--- src/rtl/lcd_bus_arbiter.sv ---
// lcd_bus_arbiter: runs the LCD power-on init sequence, then arbitrates
// single-byte writes from two requesters onto one HD44780-style bus.
//
// Request/ack handshake: a requester raises REQn with RSn/DATAn valid and holds
// all three stable until it sees ACKn. ACKn is a one-cycle pulse during the SETUP
// cycle, when RS/DATA have already been latched; later input changes are ignored.
// REQn still high on the cycle after ACKn is a fresh request. Requests are only
// sampled in IDLE once READY=1, so a request raised while BUSY waits, never drops.
module lcd_bus_arbiter #(
   parameter int T_PWR  = 70,
   parameter int T_E    = 4,
   parameter int T_WAIT = 30,
   parameter int T_CLR  = 200
) (
   input  logic       CLK,
   input  logic       RESETN,
   input  logic       REQ0,
   input  logic       REQ1,
   input  logic       RS0,
   input  logic       RS1,
   input  logic [7:0] DATA0,
   input  logic [7:0] DATA1,
   output logic       ACK0,
   output logic       ACK1,
   output logic       READY,
   output logic       BUSY,
   output logic       LCD_E,
   output logic       LCD_RS,
   output logic       LCD_RW,
   output logic [7:0] LCD_DATA,
   output logic [2:0] dbg_state
);

   // One counter serves every timed state, so it is sized for the longest one.
   localparam int M_A   = (T_PWR > T_E) ? T_PWR : T_E;
   localparam int M_B   = (T_WAIT > T_CLR) ? T_WAIT : T_CLR;
   localparam int MAX_T = (M_A > M_B) ? M_A : M_B;
   localparam int CW    = $clog2(MAX_T + 1);

   localparam logic [CW-1:0] PWR_LAST  = CW'(T_PWR - 1);
   localparam logic [CW-1:0] E_LAST    = CW'(T_E - 1);
   localparam logic [CW-1:0] WAIT_LAST = CW'(T_WAIT - 1);
   localparam logic [CW-1:0] CLR_LAST  = CW'(T_CLR - 1);

   // INIT is the setup cycle of each init command; user writes use SETUP.
   typedef enum logic [2:0] {
      PWR_WAIT = 3'd0,
      INIT     = 3'd1,
      IDLE     = 3'd2,
      SETUP    = 3'd3,
      E_HIGH   = 3'd4,
      HOLD     = 3'd5,
      SETTLE   = 3'd6
   } state_t;

   state_t         state_q, state_d;
   logic [CW-1:0]  cnt_q, cnt_d;
   logic [1:0]     idx_q, idx_d;
   logic           ready_q, ready_d;
   logic           prio_q, prio_d;     // requester that wins a tie
   logic           grant_q, grant_d;   // requester owning the current write
   logic           rs_q, rs_d;
   logic [7:0]     data_q, data_d;
   logic           win;
   logic           is_clr;
   logic [CW-1:0]  settle_last;

   function automatic logic [7:0] init_cmd(input logic [1:0] idx);
      case (idx)
         2'd0:    init_cmd = 8'h3C;   // function set
         2'd1:    init_cmd = 8'h0C;   // display on, cursor off
         2'd2:    init_cmd = 8'h06;   // entry mode increment
         default: init_cmd = 8'h01;   // clear display
      endcase
   endfunction

   // Clear and home need the long settle time.
   assign is_clr      = !rs_q && ((data_q == 8'h01) || (data_q == 8'h02));
   assign settle_last = is_clr ? CLR_LAST : WAIT_LAST;

   // State and datapath registers; reset restarts the whole init sequence.
   always_ff @(posedge CLK or negedge RESETN) begin
      if (!RESETN) begin
         state_q <= PWR_WAIT;
         cnt_q   <= '0;
         idx_q   <= 2'd0;
         ready_q <= 1'b0;
         prio_q  <= 1'b0;
         grant_q <= 1'b0;
         rs_q    <= 1'b0;
         data_q  <= 8'h00;
      end else begin
         state_q <= state_d;
         cnt_q   <= cnt_d;
         idx_q   <= idx_d;
         ready_q <= ready_d;
         prio_q  <= prio_d;
         grant_q <= grant_d;
         rs_q    <= rs_d;
         data_q  <= data_d;
      end
   end

   // Next-state, arbitration and output decode.
   always_comb begin
      state_d   = state_q;
      cnt_d     = cnt_q + CW'(1);
      idx_d     = idx_q;
      ready_d   = ready_q;
      prio_d    = prio_q;
      grant_d   = grant_q;
      rs_d      = rs_q;
      data_d    = data_q;
      win       = 1'b0;
      BUSY      = (state_q != IDLE);
      LCD_E     = (state_q == E_HIGH);
      ACK0      = (state_q == SETUP) && !grant_q;
      ACK1      = (state_q == SETUP) && grant_q;
      LCD_RW    = 1'b0;
      LCD_RS    = rs_q;
      LCD_DATA  = data_q;
      READY     = ready_q;
      dbg_state = state_q;

      case (state_q)
         PWR_WAIT: begin
            if (cnt_q == PWR_LAST) begin
               state_d = INIT;
               cnt_d   = '0;
               rs_d    = 1'b0;
               data_d  = init_cmd(idx_q);
            end
         end
         INIT: begin
            state_d = E_HIGH;
            cnt_d   = '0;
         end
         IDLE: begin
            cnt_d = '0;
            if (ready_q && (REQ0 || REQ1)) begin
               // A lone requester always wins; a tie goes to the priority pointer.
               win     = (REQ0 && REQ1) ? prio_q : REQ1;
               grant_d = win;
               prio_d  = !win;
               rs_d    = win ? RS1 : RS0;
               data_d  = win ? DATA1 : DATA0;
               state_d = SETUP;
            end
         end
         SETUP: begin
            state_d = E_HIGH;
            cnt_d   = '0;
         end
         E_HIGH: begin
            if (cnt_q == E_LAST) begin
               state_d = HOLD;
               cnt_d   = '0;
            end
         end
         HOLD: begin
            state_d = SETTLE;
            cnt_d   = '0;
         end
         SETTLE: begin
            if (cnt_q == settle_last) begin
               cnt_d = '0;
               if (ready_q) begin
                  state_d = IDLE;
               end else if (idx_q == 2'd3) begin
                  ready_d = 1'b1;
                  state_d = IDLE;
               end else begin
                  // Next init byte is loaded as this settle ends, never during it.
                  idx_d   = idx_q + 2'd1;
                  data_d  = init_cmd(idx_q + 2'd1);
                  state_d = INIT;
               end
            end
         end
         default: begin
            state_d = PWR_WAIT;
            cnt_d   = '0;
         end
      endcase
   end

endmodule

--- config.mk ---
export PLATFORM = sky130hd
export DESIGN_NAME = lcd_bus_arbiter
export DESIGN_NICKNAME = d
export VERILOG_FILES = /design/src/rtl/lcd_bus_arbiter.sv
export SDC_FILE = /design/constraint.sdc
export NUM_CORES = 1
export LEC_CHECK = 0
export ABC_CLOCK_PERIOD_IN_PS = 5210
export BUFFER_PORTS_ARGS = -buffer_cell sky130_fd_sc_hd__buf_2
export CAP_MARGIN = 20
export CORE_MARGIN = 4
export CORE_UTILIZATION = 55
export DETAILED_ROUTE_END_ITERATION = 10
export PLACE_DENSITY = 0.85
export SLEW_MARGIN = 15
export SYNTH_ARGS = -nofsm -noshare
export SYNTH_HDL_FRONTEND = slang
export SYNTH_SLANG_ARGS = --single-unit
--- constraint.sdc ---
create_clock -name CLK -period 5.21 [get_ports CLK]
set_clock_uncertainty 0.05 [all_clocks]
set_input_delay 0 -clock CLK [delete_from_list [all_inputs] [get_ports CLK]]
set_output_delay 0 -clock CLK [all_outputs]
set_load 0.01 [all_outputs]
Word level (Yosys, flattened, before mapping). Index checks and enable logic that the tools add are counted.

Add/sub/neg operators: 2. Equal/unequal tests: 23. Multiplexer cells: 28. Bitwise logic cells: 2. Reductions and logical operators: 22.

Operators by type and width (count): two-way mux 8 bit (10); one-hot mux 8 bit (3 select lines) (2); one-hot mux 6 bit (3 select lines) (2); one-hot mux 3 bit (6 select lines) (1); == test 8 x 2 -> 1 bit (second input constant) (2); two-way mux 3 bit (4); inequality test 2 bit (second input constant) (5); == test 3 bit (second input constant) (3); adder 8 x 1 -> 8 bit (second input constant) (1); == test 8 x 1 -> 1 bit (second input constant) (1); == test 8 x 7 -> 1 bit (second input constant) (1); == test 8 bit (1); AND reduction 4 bit (2); == test 2 bit (second input constant) (3); == test 3 x 2 -> 1 bit (second input constant) (2); two-way mux 1 bit (6); AND reduction 6 bit (1); logical AND 1 bit (5); == test 2 x 1 -> 1 bit (second input constant) (2); zero test 2 bit (2); two-way mux 2 bit (2); AND reduction 2 bit (2); == test 3 x 1 -> 1 bit (second input constant) (1); zero test 1 bit (3); other kinds (11) (13).

Register bits: 25. Output and inout port bits: 18.

Depth between registers and ports, before layout.
Word-level depth: 7. Mapped depth: 7. Mapped depth without buffers: 7.

Worst setup path before layout. OpenSTA, ideal clock, no wires.

Path kind: flip-flop to flip-flop. Start point: reg data_q[3], in the netlist LCD_DATA[3]. End point: reg data_q[0], in the netlist LCD_DATA[0]. Library setup time: 0.125 ns. Arrival time: 1.931 ns. Required time: 5.035 ns. Path slack: 3.104 ns. Stages on the path, launching flop included: 6. Buffers on the path: 0. Cells stage by stage: dfrtp_1 -> nor4_1 -> and3_2 -> mux2i_1 -> nor4b_4 -> mux2_2.

Cells in the longest elaborated chain, start to end: 7. Elaborated cells between the ends (all ways): 8.

Ends and longest elaborated chain: start, declared (line 63) `logic [7:0] data_q, data_d;`; start signal, assigned (line 100) `data_q <= data_d;`; == test 8 x 1 -> 1 bit / == test 8 x 2 -> 1 bit (equally long branches) (line 78) `assign is_clr = !rs_q && ((data_q == 8'h01) || (data_q == 8'h02));`; logical OR 1 bit * (line 78); logical AND 1 bit * (line 78); two-way mux 8 bit * (line 79) `assign settle_last = is_clr ? CLR_LAST : WAIT_LAST;`; == test 8 bit * (line 165) `if (cnt_q == settle_last) begin`; inequality test 2 bit (no source line) *; AND reduction 6 bit (no source line) *.

Mark *: on every way between the ends. The rest lies on a longest branch, timed or not. A chain may end at the register's enable or synchronous reset.

Final worst setup path.
Start point: reg data_q[7], in the netlist LCD_DATA[7]. End point: reg data_q[0], in the netlist LCD_DATA[0].

The elaborated chain is that of the path after synthesis.

==> results.tsv <==
stage	metric	value	unit
synthesis	Mean Syn Cell Area	9.66	um^2
hold_path	Hold Crit Endpoint	LCD_DATA[5]	
floorplanning	CORE AREA	2760	um^2
timing	crit share post-route	0.461	
synthesis	sequential fraction of the synthesis area	0.395	
synthesis	largest area contributor in the netlist	dfrtp_1	
cells_and_area	# diodes	0	
cells_and_area	Reg area	626	um^2
route	met2 WL	1.76	mm
setup_path	CP arrival	2.58	ns
clock_network	CTS root buffer	clkbuf_4	
synthesis	Synth top area share	0.395	
synthesis	Yosys warning total	0	
grt	largest net degree at the start of global routing	30	
power	Internal	0.236	mW
setup_path	CP required	5.39	ns
clock_network	htree depth	1	
setup_path	Reg2Reg Capture Point	LCD_DATA[0]	
synthesis	number of synthesized flops with an enable pin	0	
clock_network	clk_lat worst skew	0.33	ns
synthesis	post-synthesis net count	193	
power	Leak	0.939	nW
setup_path	CP max-delay cell	nor4b_4	
placed_design	I/O Buffers	38	
synthesis	post-synthesis async set-or-reset flop share	1.00	
cells_and_area	area occupied by multi-input gates	866	um^2
power	Pwr Density	166	nW/um^2
route	overall routed net length	3.68	mm
hold_path	HP Class	input pin to flip-flop	
route	DR top layer	met4	
clock_network	Num CTS Buffers	3	
setup_path	Critical Path Start Type	flip-flop	
route	antenna-violating nets left	0	
status	status	complete, no violations	
grt	GRT Overall Usage	0.217	
floorplanning	die width	61.7	um
route	initial DRC count	40	
floorplanning	DIE AREA	3800	um^2
cells_and_area	final net count	236	
timing	# setup viols final	0	
synthesis	post-synth cell types	44	
setup_path	RR Startpoint	LCD_DATA[7]	
grt	first-pass GRT wire length	6.02	mm
hold_path	Worst Hold Depth	4	
synthesis	Gate Count Post-Synth	164	
floorplanning	initial core utilization	0.574	
placed_design	post-DP HPWL	2.69	mm
grt	vias in the first global route	1352	
setup_path	Critical Path Fanout Max	8	
power	worst IR drop on VDD	0.000174	V
grt	antenna violations before repair	0	
timing	fin. max-slew vios	0	
power	Clock power frac	0.292	
setup_path	slowest stage delay, CP	0.53	ns
floorplanning	Vert. Die Dim	61.7	um
route	iteration count of the initial detailed-routing pass	4	
synthesis	top-count cell post-synth	dfrtp_1	
setup_path	Cell Chain, Critical Path	nor4_1 -> and3_2 -> mux2i_1 -> nor4b_4 -> mux2_2	
synthesis	synthesized flop and latch total	25	
setup_path	R2R Setup Slk	2.81	ns
synthesis	largest cells by area after synthesis	dfrtp_1 39%, mux2i_1 5.7%, ha_1 5.5%	
power	Sw Pwr	0.0725	mW
power	sequential share of power	0.628	
placed_design	placer congestion estimate	0.917	
timing	Hold Fails Final Rpt	0	
placed_design	DP Worst Slack	2.85	ns
clock_network	Reg clk slew, reported paths	0.14	ns
clock_network	CTS tree	built	
setup_path	Worst R2R Path Depth	5	
timing	Slew headroom	0.454	
power	switching part of the total power	0.235	
clock_network	post-CTS resize count	0	
synthesis	synth cell count leaders	25 x dfrtp_1, 17 x nor2_1, 9 x inv_1, 9 x mux2i_1, 9 x nand2_1	
timing	RSZ-0062 raised after global routing	no	
setup_path	critical path class	flip-flop to flip-flop	
cells_and_area	layout cells sized above 1	0.282	
timing	Max Freq	416	MHz
synthesis	ys flop type	dfrtp_1	
grt	gr ovfl total	0	
clock_network	CTS max path bufs	2	
hold_path	min-delay src	DATA1[5]	
route	# DRC	0	
clock_network	clk sinks	25	
route	per-cell routed wire length	15.5	um
route	met3 WL	221	um
floorplanning	row cnt	19	
setup_path	Worst Setup End Kind	flip-flop	
timing	setup TNS	0	ns
route	Vias	1345	
timing	minimum clock period	2.40	ns
timing	worst setup margin	2.81	ns
route	M1 WL	1.65	mm
synthesis	post-synth design cell area	1580	um^2
timing	Worst Tran Pin Value	0.820	ns
cells_and_area	P&R area growth vs syn	17.4	%
run	total of max-cap violations	0	
power	Final Power	0.309	mW
floorplanning	# IOs	40	
cells_and_area	filler cell count	214	
route	Vias/cell	5.68	
power	Comb power frac	0.080	
## worst max-delay path: cells and delay by family (launching register included)
kind             cells  cell delay [ns]
flip-flops           1             0.44
multiplexers         2             0.72
AND/OR/NAND/NOR      3             1.09
## sequential cells by signal, indices dropped and copies added (netlist names)
signal     count
LCD_RS         1
cnt_q          8
prio_q         1
LCD_DATA       8
idx_q          2
grant_q        1
dbg_state      3
READY          1
## cells in the final DEF (no fill, tap or decap), types with 2 or more instances in the layout
cell type | synthesis | routed
a21oi_1 | 2 | 2
a31oi_1 | 4 | 4
and2_2 | 2 | 2
and2b_2 | 2 | 2
and3_1 | 2 | 2
buf_2 | 0 | 38
clkbuf_4 | 0 | 3
dfrtp_1 | 25 | 25
dlygate4sd3_1 | 0 | 7
ha_1 | 7 | 7
inv_1 | 9 | 9
mux2_2 | 7 | 7
mux2i_1 | 9 | 9
nand2_1 | 9 | 9
nand3_1 | 6 | 6
nor2_1 | 17 | 17
nor3_1 | 8 | 8
nor3b_1 | 5 | 5
nor4_1 | 3 | 3
o211ai_1 | 2 | 2
o21ai_0 | 7 | 7
o22ai_1 | 2 | 2
o41ai_1 | 2 | 2
xnor2_1 | 4 | 4
xor2_1 | 4 | 4
## through the flow
| stage | util | instance area (um^2) | hold slack, ns | cells |
|---|---|---|---|---|
| after floorplan | - | 1580 | -0.346 | 164 |
| after global placement | 0.639 | 1760 | -0.0460 | 226 |
| after detailed placement | 0.639 | 1760 | -0.0284 | 226 |
| after CTS | 0.674 | 1860 | 0.0298 | 237 |
| after global routing | 0.674 | 1860 | 0.0573 | 237 |
| final | 0.674 | 1860 | 0.0242 | 237 |
## timing repair
| action | in CTS | in global routing |
|---|---|---|
| hold endpoints to repair | 28 | 0 |
| hold buffers | 7 | 0 |
| buffers inserted | 0 | 0 |
## logic make-up after synthesis
family,after synthesis,share of synthesized area
AO/OA/AOI/OAI,24,0.101
XOR/XNOR,8,0.0442
adder cells (fa/ha/maj),7,0.0553
buffers and inverters,17,0.0584
flip-flops,25,0.395
multiplexers,16,0.107
other,1,0.00237
AND/OR/NAND/NOR,66,0.237
## how the worst max path moves through the flow
stage                       startpoint          end  slack, ns  cells after the start
final                      LCD_DATA[7]  LCD_DATA[0]       2.81                      5
after global routing      dbg_state[2]  LCD_DATA[0]       2.65                      5
after CTS                  LCD_DATA[7]  LCD_DATA[0]       2.82                      5
after detailed placement   LCD_DATA[7]  LCD_DATA[0]       2.85                      5
after global placement    dbg_state[2]  LCD_DATA[4]       2.99                      5
after floorplan            LCD_DATA[3]  LCD_DATA[0]       3.10                      5
## layout make-up
| class | count | share of cell area |
|---|---|---|
| Inverter | 9 | 0.0182 |
| Sequential cell | 25 | 0.336 |
| Tap cell | 31 | 0.0209 |
| Multi-Input combinational cell | 122 | 0.466 |
| Timing Repair Buffer | 46 | 0.144 |
| Clock inverter | 1 | 0.00269 |
| Clock buffer | 3 | 0.0121 |
## power by group through the flow
stage               registers [mW]  logic, mW  clock network [mW]
global placement             0.198     0.0182                   0
global route                 0.194     0.0278              0.0968
detailed placement           0.198     0.0193                   0
finish                       0.194     0.0247              0.0901
floorplan                    0.198    0.00699                   0
CTS                          0.194     0.0241              0.0918
## routing by layer
layer	up-vias	GRT usage
met4	0	0.0848
met1	632	0.298
met2	49	0.339
met5	-	0
li1	660	-
met3	4	0.0377
Power figures use the tool's default switching activity.
